$ cat config.mk
export PLATFORM = sky130hd
export DESIGN_NAME = sha256_msg_schedule
export DESIGN_NICKNAME = d
export VERILOG_FILES = /design/src/rtl/sha256_pkg.sv /design/src/rtl/sha256_w_expand.sv /design/src/rtl/sha256_msg_schedule.sv
export SDC_FILE = /design/constraint.sdc
export NUM_CORES = 1
export LEC_CHECK = 0
export ABC_AREA = 0
export BUFFER_PORTS_ARGS = -buffer_cell sky130_fd_sc_hd__buf_2
export CORE_MARGIN = 5
export CORE_UTILIZATION = 50
export CTS_CLUSTER_SIZE = 10
export DETAILED_ROUTE_END_ITERATION = 10
export PLACE_DENSITY = 0.66
export SKIP_CTS_REPAIR_TIMING = 1
export SYNTH_ARGS = -nofsm -noshare
export SYNTH_HDL_FRONTEND = slang
export SYNTH_SLANG_ARGS = --single-unit
export TNS_END_PERCENT = 50
$ cat constraint.sdc
create_clock -name clk -period 9.95 [get_ports clk]
set_clock_uncertainty 0.15 [all_clocks]
set_input_delay 0.4975 -clock clk [delete_from_list [all_inputs] [get_ports clk]]
set_output_delay 0.4975 -clock clk [all_outputs]
set_load 0.1 [all_outputs]
$ cat src/rtl/sha256_pkg.sv
`default_nettype none
// ============================================================================
// Module      : sha256_pkg
// Description : Shared SHA-256 constants, schedule FSM state type and the
//               rotate / small-sigma helper functions used by the message
//               schedule generator and its expansion datapath.
// Revision    : 1.0 - initial release
// ============================================================================
package sha256_pkg;

    localparam int SHA_WORD_W      = 32;
    localparam int SHA_ROUNDS      = 64;
    localparam int SHA_BLOCK_WORDS = 16;

    // Schedule FSM: LOAD collects the 16 message words, RUN emits W[0..63].
    typedef enum logic [0:0] {
        ST_LOAD = 1'b0,
        ST_RUN  = 1'b1
    } sched_state_t;

    function automatic logic [SHA_WORD_W-1:0] rotr(
        input logic [SHA_WORD_W-1:0] x,
        input int unsigned           n
    );
        return (x >> n) | (x << (SHA_WORD_W - n));
    endfunction

    function automatic logic [SHA_WORD_W-1:0] small_sigma0(
        input logic [SHA_WORD_W-1:0] x
    );
        return rotr(x, 7) ^ rotr(x, 18) ^ (x >> 3);
    endfunction

    function automatic logic [SHA_WORD_W-1:0] small_sigma1(
        input logic [SHA_WORD_W-1:0] x
    );
        return rotr(x, 17) ^ rotr(x, 19) ^ (x >> 10);
    endfunction

endpackage
`default_nettype wire

$ cat src/rtl/sha256_w_expand.sv
`default_nettype none
// ============================================================================
// Module      : sha256_w_expand
// Description : Combinational SHA-256 schedule expansion
//               W[t] = s1(W[t-2]) + W[t-7] + s0(W[t-15]) + W[t-16] mod 2^32.
// Ports       : i_w_tm2, i_w_tm7, i_w_tm15, i_w_tm16 - previous schedule words
//               o_w_t                                  - new schedule word
// Revision    : 1.0 - initial release
// ============================================================================
module sha256_w_expand
    import sha256_pkg::*;
(
    input  logic [SHA_WORD_W-1:0] i_w_tm2,
    input  logic [SHA_WORD_W-1:0] i_w_tm7,
    input  logic [SHA_WORD_W-1:0] i_w_tm15,
    input  logic [SHA_WORD_W-1:0] i_w_tm16,
    output logic [SHA_WORD_W-1:0] o_w_t
);

    logic [SHA_WORD_W-1:0] w_s0;
    logic [SHA_WORD_W-1:0] w_s1;

    assign w_s0  = small_sigma0(i_w_tm15);
    assign w_s1  = small_sigma1(i_w_tm2);
    // Additions wrap naturally at the word width (mod 2^32).
    assign o_w_t = w_s1 + i_w_tm7 + w_s0 + i_w_tm16;

endmodule
`default_nettype wire

$ cat src/rtl/sha256_msg_schedule.sv
`default_nettype none
// ============================================================================
// Module      : sha256_msg_schedule
// Description : SHA-256 message-schedule generator. Loads one 512-bit block
//               as 16 serial words into a 16-entry circular buffer, then
//               emits W[0..63] with their round index under valid/ready.
// Ports       : clk, rst_n (sync, active-low)
//               blk_valid / blk_ready / blk_word : message word input
//               w_valid / w_ready / w_out        : schedule word output
//               round_idx, w_last                : round t and t==63 flag
// Options     : SHA256_SCHED_OUTREG_EN - adds a one-entry output register
//               that cuts the sigma adder path from downstream logic.
// Revision    : 1.0 - initial release
// ============================================================================
module sha256_msg_schedule
    import sha256_pkg::*;
#(
    parameter int WORD_W = SHA_WORD_W,
    parameter int ROUNDS = SHA_ROUNDS
) (
    input  logic              clk,
    input  logic              rst_n,
    input  logic              blk_valid,
    output logic              blk_ready,
    input  logic [WORD_W-1:0] blk_word,
    output logic              w_valid,
    input  logic              w_ready,
    output logic [WORD_W-1:0] w_out,
    output logic [5:0]        round_idx,
    output logic              w_last
);

    localparam logic [5:0] c_T_LAST   = 6'(ROUNDS - 1);
    localparam logic [3:0] c_LOAD_END = 4'(SHA_BLOCK_WORDS - 1);

    sched_state_t      r_state;
    logic [3:0]        r_load_cnt;
    logic [5:0]        r_t;
    logic [WORD_W-1:0] r_buf [SHA_BLOCK_WORDS];

    logic              w_in_load;
    logic              w_in_run;
    logic              w_beat;
    logic              w_core_valid;
    logic              w_core_ready;
    logic              w_core_fire;
    logic              w_core_last;
    logic              w_expanding;
    logic [3:0]        w_idx;
    logic [3:0]        w_idx_m2;
    logic [3:0]        w_idx_m7;
    logic [3:0]        w_idx_m15;
    logic [WORD_W-1:0] w_expand;
    logic [WORD_W-1:0] w_core_word;
    logic              w_buf_we;
    logic [3:0]        w_buf_waddr;
    logic [WORD_W-1:0] w_buf_wdata;

    assign w_in_load = (r_state == ST_LOAD);
    assign w_in_run  = (r_state == ST_RUN);

    // Gated with rst_n so the input side reads not-ready while held in reset.
    assign blk_ready = rst_n && w_in_load;
    assign w_beat    = blk_valid && w_in_load;

    // Circular buffer addressing: t-16 aliases t in a 16-entry ring.
    assign w_idx       = r_t[3:0];
    assign w_idx_m2    = r_t[3:0] - 4'd2;
    assign w_idx_m7    = r_t[3:0] - 4'd7;
    assign w_idx_m15   = r_t[3:0] - 4'd15;
    assign w_expanding = (r_t[5:4] != 2'b00);

    sha256_w_expand u_expand (
        .i_w_tm2  (r_buf[w_idx_m2]),
        .i_w_tm7  (r_buf[w_idx_m7]),
        .i_w_tm15 (r_buf[w_idx_m15]),
        .i_w_tm16 (r_buf[w_idx]),
        .o_w_t    (w_expand)
    );

    // Forced to zero outside RUN so stale buffer contents never reach w_out.
    assign w_core_word  = !w_in_run    ? '0 :
                          w_expanding  ? w_expand : r_buf[w_idx];
    assign w_core_valid = w_in_run;
    assign w_core_last  = w_in_run && (r_t == c_T_LAST);
    assign w_core_fire  = w_core_valid && w_core_ready;

    always_ff @(posedge clk) begin
        if (!rst_n) begin
            r_state    <= ST_LOAD;
            r_load_cnt <= '0;
            r_t        <= '0;
        end else begin
            case (r_state)
                ST_LOAD: begin
                    if (blk_valid) begin
                        // 4-bit counter wraps to 0 on the 16th beat.
                        r_load_cnt <= r_load_cnt + 4'd1;
                        if (r_load_cnt == c_LOAD_END) begin
                            r_state <= ST_RUN;
                            r_t     <= '0;
                        end
                    end
                end
                ST_RUN: begin
                    if (w_core_fire) begin
                        if (w_core_last) begin
                            r_state <= ST_LOAD;
                            r_t     <= '0;
                        end else begin
                            r_t <= r_t + 6'd1;
                        end
                    end
                end
                default: r_state <= ST_LOAD;
            endcase
        end
    end

    // Buffer write port: message words during LOAD, expanded words in RUN
    // (W[t] replaces W[t-16], which is no longer needed).
    assign w_buf_we    = rst_n && (w_beat || (w_core_fire && w_expanding));
    assign w_buf_waddr = w_in_load ? r_load_cnt : w_idx;
    assign w_buf_wdata = w_in_load ? blk_word   : w_expand;

    always_ff @(posedge clk) begin
        if (w_buf_we) begin
            r_buf[w_buf_waddr] <= w_buf_wdata;
        end
    end

`ifdef SHA256_SCHED_OUTREG_EN
    logic              r_w_valid;
    logic              r_w_last;
    logic [WORD_W-1:0] r_w_out;
    logic [5:0]        r_round_idx;

    // Skid-free single entry: refill whenever empty or being drained.
    assign w_core_ready = !r_w_valid || w_ready;

    always_ff @(posedge clk) begin
        if (!rst_n) begin
            r_w_valid   <= 1'b0;
            r_w_last    <= 1'b0;
            r_w_out     <= '0;
            r_round_idx <= '0;
        end else if (w_core_ready) begin
            r_w_valid   <= w_core_valid;
            r_w_last    <= w_core_last;
            r_w_out     <= w_core_word;
            r_round_idx <= r_t;
        end
    end

    assign w_valid   = r_w_valid;
    assign w_out     = r_w_out;
    assign round_idx = r_round_idx;
    assign w_last    = r_w_last;
`else
    assign w_core_ready = w_ready;
    assign w_valid      = w_core_valid;
    assign w_out        = w_core_word;
    assign round_idx    = r_t;
    assign w_last       = w_core_last;
`endif

endmodule
`default_nettype wire

==> impl_metrics.tcl, run 1 <==
set metrics [dict create \
    status "finished clean" \
    r2r_start "round_idx[2]" \
    final_cell_area_sq_um 36650 \
    cp-end-kind "output port" \
    start_util_pct 50.63 \
    holdPathEnd "w_valid" \
    syn2layout_area_growth_pct 9.693 \
    synth-xor-area-share_pct 4.056 \
    core_sq_um 65980 \
    place_ws_ns 1.884 \
    r2r_end "r_buf[11][31]" \
    startpoint_type "flop" \
    fmax_ghz 0.1127 \
    dp_cells 2731 \
    die_area_sq_um 72090 \
    antenna_found_initial 1 \
    hold_viol 0 \
    syn_area_sq_um 33410 \
    clk-insertion-delay-late_ns 0.64 \
    p_leak_nw 11.37 \
    maxSlewHeadroom_pct 18.41 \
    path_clk_slew_ns 0.06 \
    placed_area_sq_um 34930 \
    synth-main-ff-cell "edfxtp_1" \
    synth-adder-area-share_pct 5.026 \
    routabilityCongestion 0.9813 \
    cp_top_family "adder cells" \
    fp.dieW_um 268.5 \
    drc_errors 0 \
    first_iter_violations 3380 \
    layout-drive-gt1-share_pct 38.52 \
    vdd_drop_max_mv 0.1171 \
    synth_top_family_by_area "multiplexers" \
    wl_per_cell_um 36.16 \
    hold_depth 4 \
    antenna_cells 0 \
    drv_slew 0 \
    period_minus_slack_ns 8.870 \
    vias 20770 \
    yosys_register_bits 527 \
    grt-ovfl-total 0 \
    crit_arrival_ns 8.22 \
    cts_root_buf "clkbuf_16" \
    yosys_warnings 0 \
    port_buffers 76 \
    grt_pass1_vias 20550 \
    slowest_delay_ns 0.97 \
    firstDrtPassIters 5 \
    cts_buffer_depth 3 \
    critPathSlowestCell "ha_2" \
    r2r_cells 21 \
    p_total_mw 4.995 \
    critPathRequiredTime_ns 9.30 \
    dpl.hpwl_um 64660 \
    finalSetupViolCount 0 \
    cp_cell_sequence "inv_1 > ha_2 > buf_4 > buf_4 > mux4_2 > xnor2_1 > fa_1 > inv_1 > fa_1 > inv_1 > ha_1 > o21ai_0 > nor2_1 > o31ai_1 > o31ai_1 > a221o_1 > a21oi_1 > o21ai_0 > nand4_1 > o211ai_1 > buf_2" \
    viasPerCell 7.341 \
    async_flop_share_pct 0 \
    worst-setup-path-type "flop to output port" \
    avgSynthCellArea_sq_um 17.74 \
    timing.final.ws_setup_ns 1.080 \
    finalNonFillerCells 2829 \
    path_buf_inv 6 \
    worst_slew_pin_slew_ns 1.211 \
    drt_wl_total_um 102300 \
    rsz0062_at_grt "false" \
    hold_path_startpoint "w_ready" \
    grt_usage_pct 28.47 \
    synth-simple-area-share_pct 2.599 \
    muxShareOfSynthArea_pct 35.73 \
    synth_cell_types 57 \
    synthTopCellsByArea "edfxtp_1, mux4_2, fa_1" \
    num_rows 94 \
    numCtsBuffers 61 \
    fin_setup_tns_ns 0 \
    hp-class "input port to flop" \
    critical_path_peak_fanout 18 \
    grt_pass1_wl_um 147400 \
    yosysTopAreaCell "edfxtp_1" \
    mostFrequentLayoutCell "edfxtp_1" \
    drtAntennaViolNets 0 \
    synth_edf_count 512 \
    grt_max_degree 127 \
    post_synth_inst_count 1883 \
    tritoncts "yes" \
    h-tree-depth 2 \
    synth_top_area_share_pct 46.02 \
    final_net_count 2063 \
    r2r_slack_ns 1.88 \
    synth_compound_area_share_pct 2.618 \
    cp_common_cell "inv_1" \
    ys_seq_area_share_pct 46.92 \
    fin_crit_sh_pct 89.15 \
    fp.dieH_um 268.5 \
    cts.sinks 527 \
    p_per_area_nw_per_um2 136.3 \
    final_cell_mix "edfxtp_1, mux4_2, xnor2_1, inv_1, buf_2" \
    cap_violations 0 \
    hold_slack_ns 0.08028 \
    io_pins 77 \
    synth_nets 2016 \
    utilization_pct 55.54 \
]
-- sequential cells by signal, summed over array words and instances, names as in the netlist, named ones only --
signal / count
w_valid: 1
r_buf: 512
round_idx: 6
r_load_cnt: 4
-- cell type report --
class | instances | area, sq um
multi-input combinational | 1112 | 16930
sequential | 527 | 15700
clock inverter | 8 | 63.81
timing repair buffer | 125 | 835.8
inverter | 103 | 386.6
tap | 864 | 1081
clock buffer | 90 | 1655
fill | 4985 | 29330
-- synthesized netlist by cell type, drive strengths merged, types with 5 or more instances --
master / n
ha: 35
and3: 6
xnor2: 131
a211oi: 5
o21ai: 22
nand4: 7
dfxtp: 15
nand3: 16
buf: 81
mux2i: 5
nor2b: 14
clkbuf: 60
nor3: 6
xor2: 22
a21o: 9
a31oi: 8
mux4: 511
nor2: 35
and2: 7
inv: 103
edfxtp: 512
nand2: 71
a21oi: 34
a21boi: 24
fa: 62
mux2: 30
nor3b: 10
-- logic make-up (layout without fill, tap and decap cells) --
group / Yosys count / after routing
buffers and inverters: 244 / 326
AND/OR/NAND/NOR: 183 / 183
adder cells (fa/ha/maj): 97 / 97
flip-flops: 527 / 527
XOR/XNOR: 153 / 153
multiplexers: 546 / 546
AO/OA/AOI/OAI: 133 / 133
-- power by group --
| group | internal [mW] | switching (mW) | leakage (nW) |
|---|---|---|---|
| sequential | 2.45 | 0.0104 | 4.74 |
| combinational | 0.186 | 0.356 | 5.80 |
| clock | 1.13 | 0.858 | 0.832 |
-- layer usage --
layer | share of wire (%) | up-vias | GRT usage [%]
li1 | - | 7968 | -
met1 | 36 | 10980 | 40.33
met3 | 12 | 223 | 7.017
met2 | 48 | 1596 | 44.94
met4 | 3.5 | 0 | 8.126
met5 | 0 | - | 0
-- worst max-delay path by stage --
| stage | from | to | slack (ns) | cells after the start |
|---|---|---|---|---|
| final | round_idx[2] | w_out[30] | 1.08 | 21 |
| after global routing | round_idx[2] | w_out[30] | 0.79 | 21 |
| after CTS | round_idx[2] | w_out[30] | 1.20 | 21 |
| after detailed placement | round_idx[0] | w_out[31] | 1.88 | 23 |
| after global placement | round_idx[0] | w_out[31] | 1.97 | 23 |
| after floorplan | round_idx[1] | w_out[26] | -0.07 | 24 |
-- tightest hold or removal path, cell delays in order --
cell and delay (ns):
buf_2 0.14, nand2_1 0.06, nand2_1 0.05, a21boi_0 0.08
Note: power is estimated with default switching activity, not from simulation.
==> run 2: changes to the inputs <==
- RECOVER_POWER: not set -> 50
- clock period: 9.95 -> 9.3 ns (I/O delays scaled with it)
==> run 2 against run 1 <==
Against the previous run: the run now ends with max-capacitance violations, max-slew violations left; highest routed layer is now met5; flip-flop and latch count unchanged; via count grew 0.71%; worst setup slack worse by 0.60 ns; design area increased by 0.16%; combinational power grew 7.2%; core utilization grew 0.089 points; sequential share of layout area decreased by 0.079 points; die area unchanged; largest cell class unchanged; critical path type unchanged; sequential power grew 7%.
==> impl_metrics.tcl, run 2 (synthesized netlist as in run 1, its figures left out) <==
set metrics [dict create \
    cts_buffer_depth 3 \
    numCtsBuffers 66 \
    critPathRequiredTime_ns 8.69 \
    period_minus_slack_ns 8.824 \
    num_rows 94 \
    crit_arrival_ns 8.21 \
    final_cell_area_sq_um 36710 \
    antenna_cells 0 \
    p_sw_mw 1.346 \
    fin_crit_sh_pct 94.88 \
    grt-ovfl-total 0 \
    grt_pass1_vias 20660 \
    port_buffers 76 \
    routabilityCongestion 0.9617 \
    seqPwrFrac_pct 47.4 \
    final_net_count 2065 \
    drc_errors 0 \
    syn2layout_area_growth_pct 9.869 \
    critical_path_peak_fanout 14 \
    fp.dieW_um 268.5 \
    first_iter_violations 3327 \
    grt_pass1_wl_um 148700 \
    hp-class "input port to flop" \
    fp.dieH_um 268.5 \
    cp-end-kind "output port" \
    antenna_found_initial 1 \
    swShare_pct 24.20 \
    vdd_drop_max_mv 0.1075 \
    io_pins 77 \
    fmax_ghz 0.1133 \
    mostFrequentLayoutCell "edfxtp_1" \
    hold_viol 0 \
    vias 20920 \
    worst-setup-path-type "flop to output port" \
    hold_depth 2 \
    p_comb_share_pct 10.4 \
    cp_cell_sequence "inv_1 > ha_2 > xor2_4 > buf_4 > mux4_2 > xor2_1 > xnor2_1 > fa_1 > fa_1 > inv_1 > ha_1 > inv_1 > fa_1 > nor2b_1 > o2111ai_1 > a21o_1 > a2111o_1 > nand4_1 > o211ai_1 > o311a_1 > xnor2_1 > a21oi_1 > buf_2" \
    core_sq_um 65980 \
    placed_area_sq_um 34920 \
    status "finished, violations left" \
    start_util_pct 50.63 \
    finalSetupViolCount 0 \
    h-tree-depth 3 \
    maxSlewHeadroom_pct -149.4 \
    violations "max-capacitance violations, max-slew violations" \
    cap_violations 17 \
    grt_usage_pct 29.00 \
    drtAntennaViolNets 0 \
    layout-drive-gt1-share_pct 37.51 \
    wl_per_cell_um 36.73 \
    grt_max_degree 118 \
    viasPerCell 7.401 \
    p_int_mw 4.217 \
    dpl.hpwl_um 65150 \
    rsz0062_at_grt "false" \
    startpoint_type "flop" \
    clockPowerShare_pct 42.2 \
    critPathSlowestCell "dfxtp_1" \
    path_clk_slew_ns 0.06 \
    cts_root_buf "clkbuf_16" \
    largest_reg_flops 512 \
    tritoncts "yes" \
    slowest_delay_ns 0.67 \
    p_leak_nw 11.38 \
    die_area_sq_um 72090 \
    worst_slew_pin_slew_ns 3.741 \
    utilization_pct 55.63 \
    clk-insertion-delay-late_ns 0.62 \
    cts.sinks 527 \
    final_cell_mix "edfxtp_1, mux4_2, xnor2_1, inv_1" \
    drt_wl_total_um 103800 \
    p_per_area_nw_per_um2 151.6 \
    r2r_cells 4 \
    firstDrtPassIters 8 \
    drv_slew 486 \
    largest-register "r_buf" \
]
==> run 2: stage by stage <==
stage	TNS (ns)	cells	power (mW)	worst slack [ns]	hold slack, ns
2_1_floorplan	-1.998	1883	3.044	-0.3849	0.3944
3_3_place_gp	0	2728	3.238	1.290	0.3603
3_5_place_dp	0	2728	3.244	1.106	0.4161
4_1_cts	0	2826	5.571	0.4973	0.02400
5_1_grt	0	2826	5.737	0.1104	0.06858
6_report	0	2826	5.563	0.4763	0.05733
==> run 2: area by class of cell <==
cell class,count,area (sq um)
tap,864,1081
clock inverter,13,86.33
timing repair buffer,122,762.0
sequential,527,15700
fill,4946,29280
inverter,103,386.6
multi-input combinational,1112,16860
clock buffer,85,1829
==> run 2: final timing paths <==
path | from | endpoint | slack, ns
max reg2reg | w_valid | r_buf[12][8] | 0.85
min reg2reg | round_idx[5] | round_idx[5] | 0.44
min | rst_n | w_valid | 0.06
max | round_idx[2] | w_out[31] | 0.48
==> run 2: critical path: cells and delay by family, from the launching register on <==
kind | cells | cell delay, ns
adder cells (fa/ha/maj) | 5 | 1.76
AO/OA/AOI/OAI | 6 | 1.67
buffers and inverters | 5 | 1.33
XOR/XNOR | 4 | 1.23
flip-flops | 1 | 0.67
multiplexers | 1 | 0.63
AND/OR/NAND/NOR | 2 | 0.29
==> run 2: power by group through the flow <==
stage	logic, mW	clock network [mW]	registers [mW]
after global placement	0.558	0	2.68
after CTS	0.568	2.37	2.63
final	0.581	2.35	2.64
after floorplan	0.365	0	2.68
after detailed placement	0.563	0	2.68
after global routing	0.618	2.48	2.64
==> run 2: metal layers <==
metal,global-route usage [%],up-vias,wire length (um)
li1,-,7964,-
met1,40.37,11050,37970
met2,44.98,1710,49110
met3,7.884,193,12910
met4,10.19,2,3741
met5,0.7251,-,69
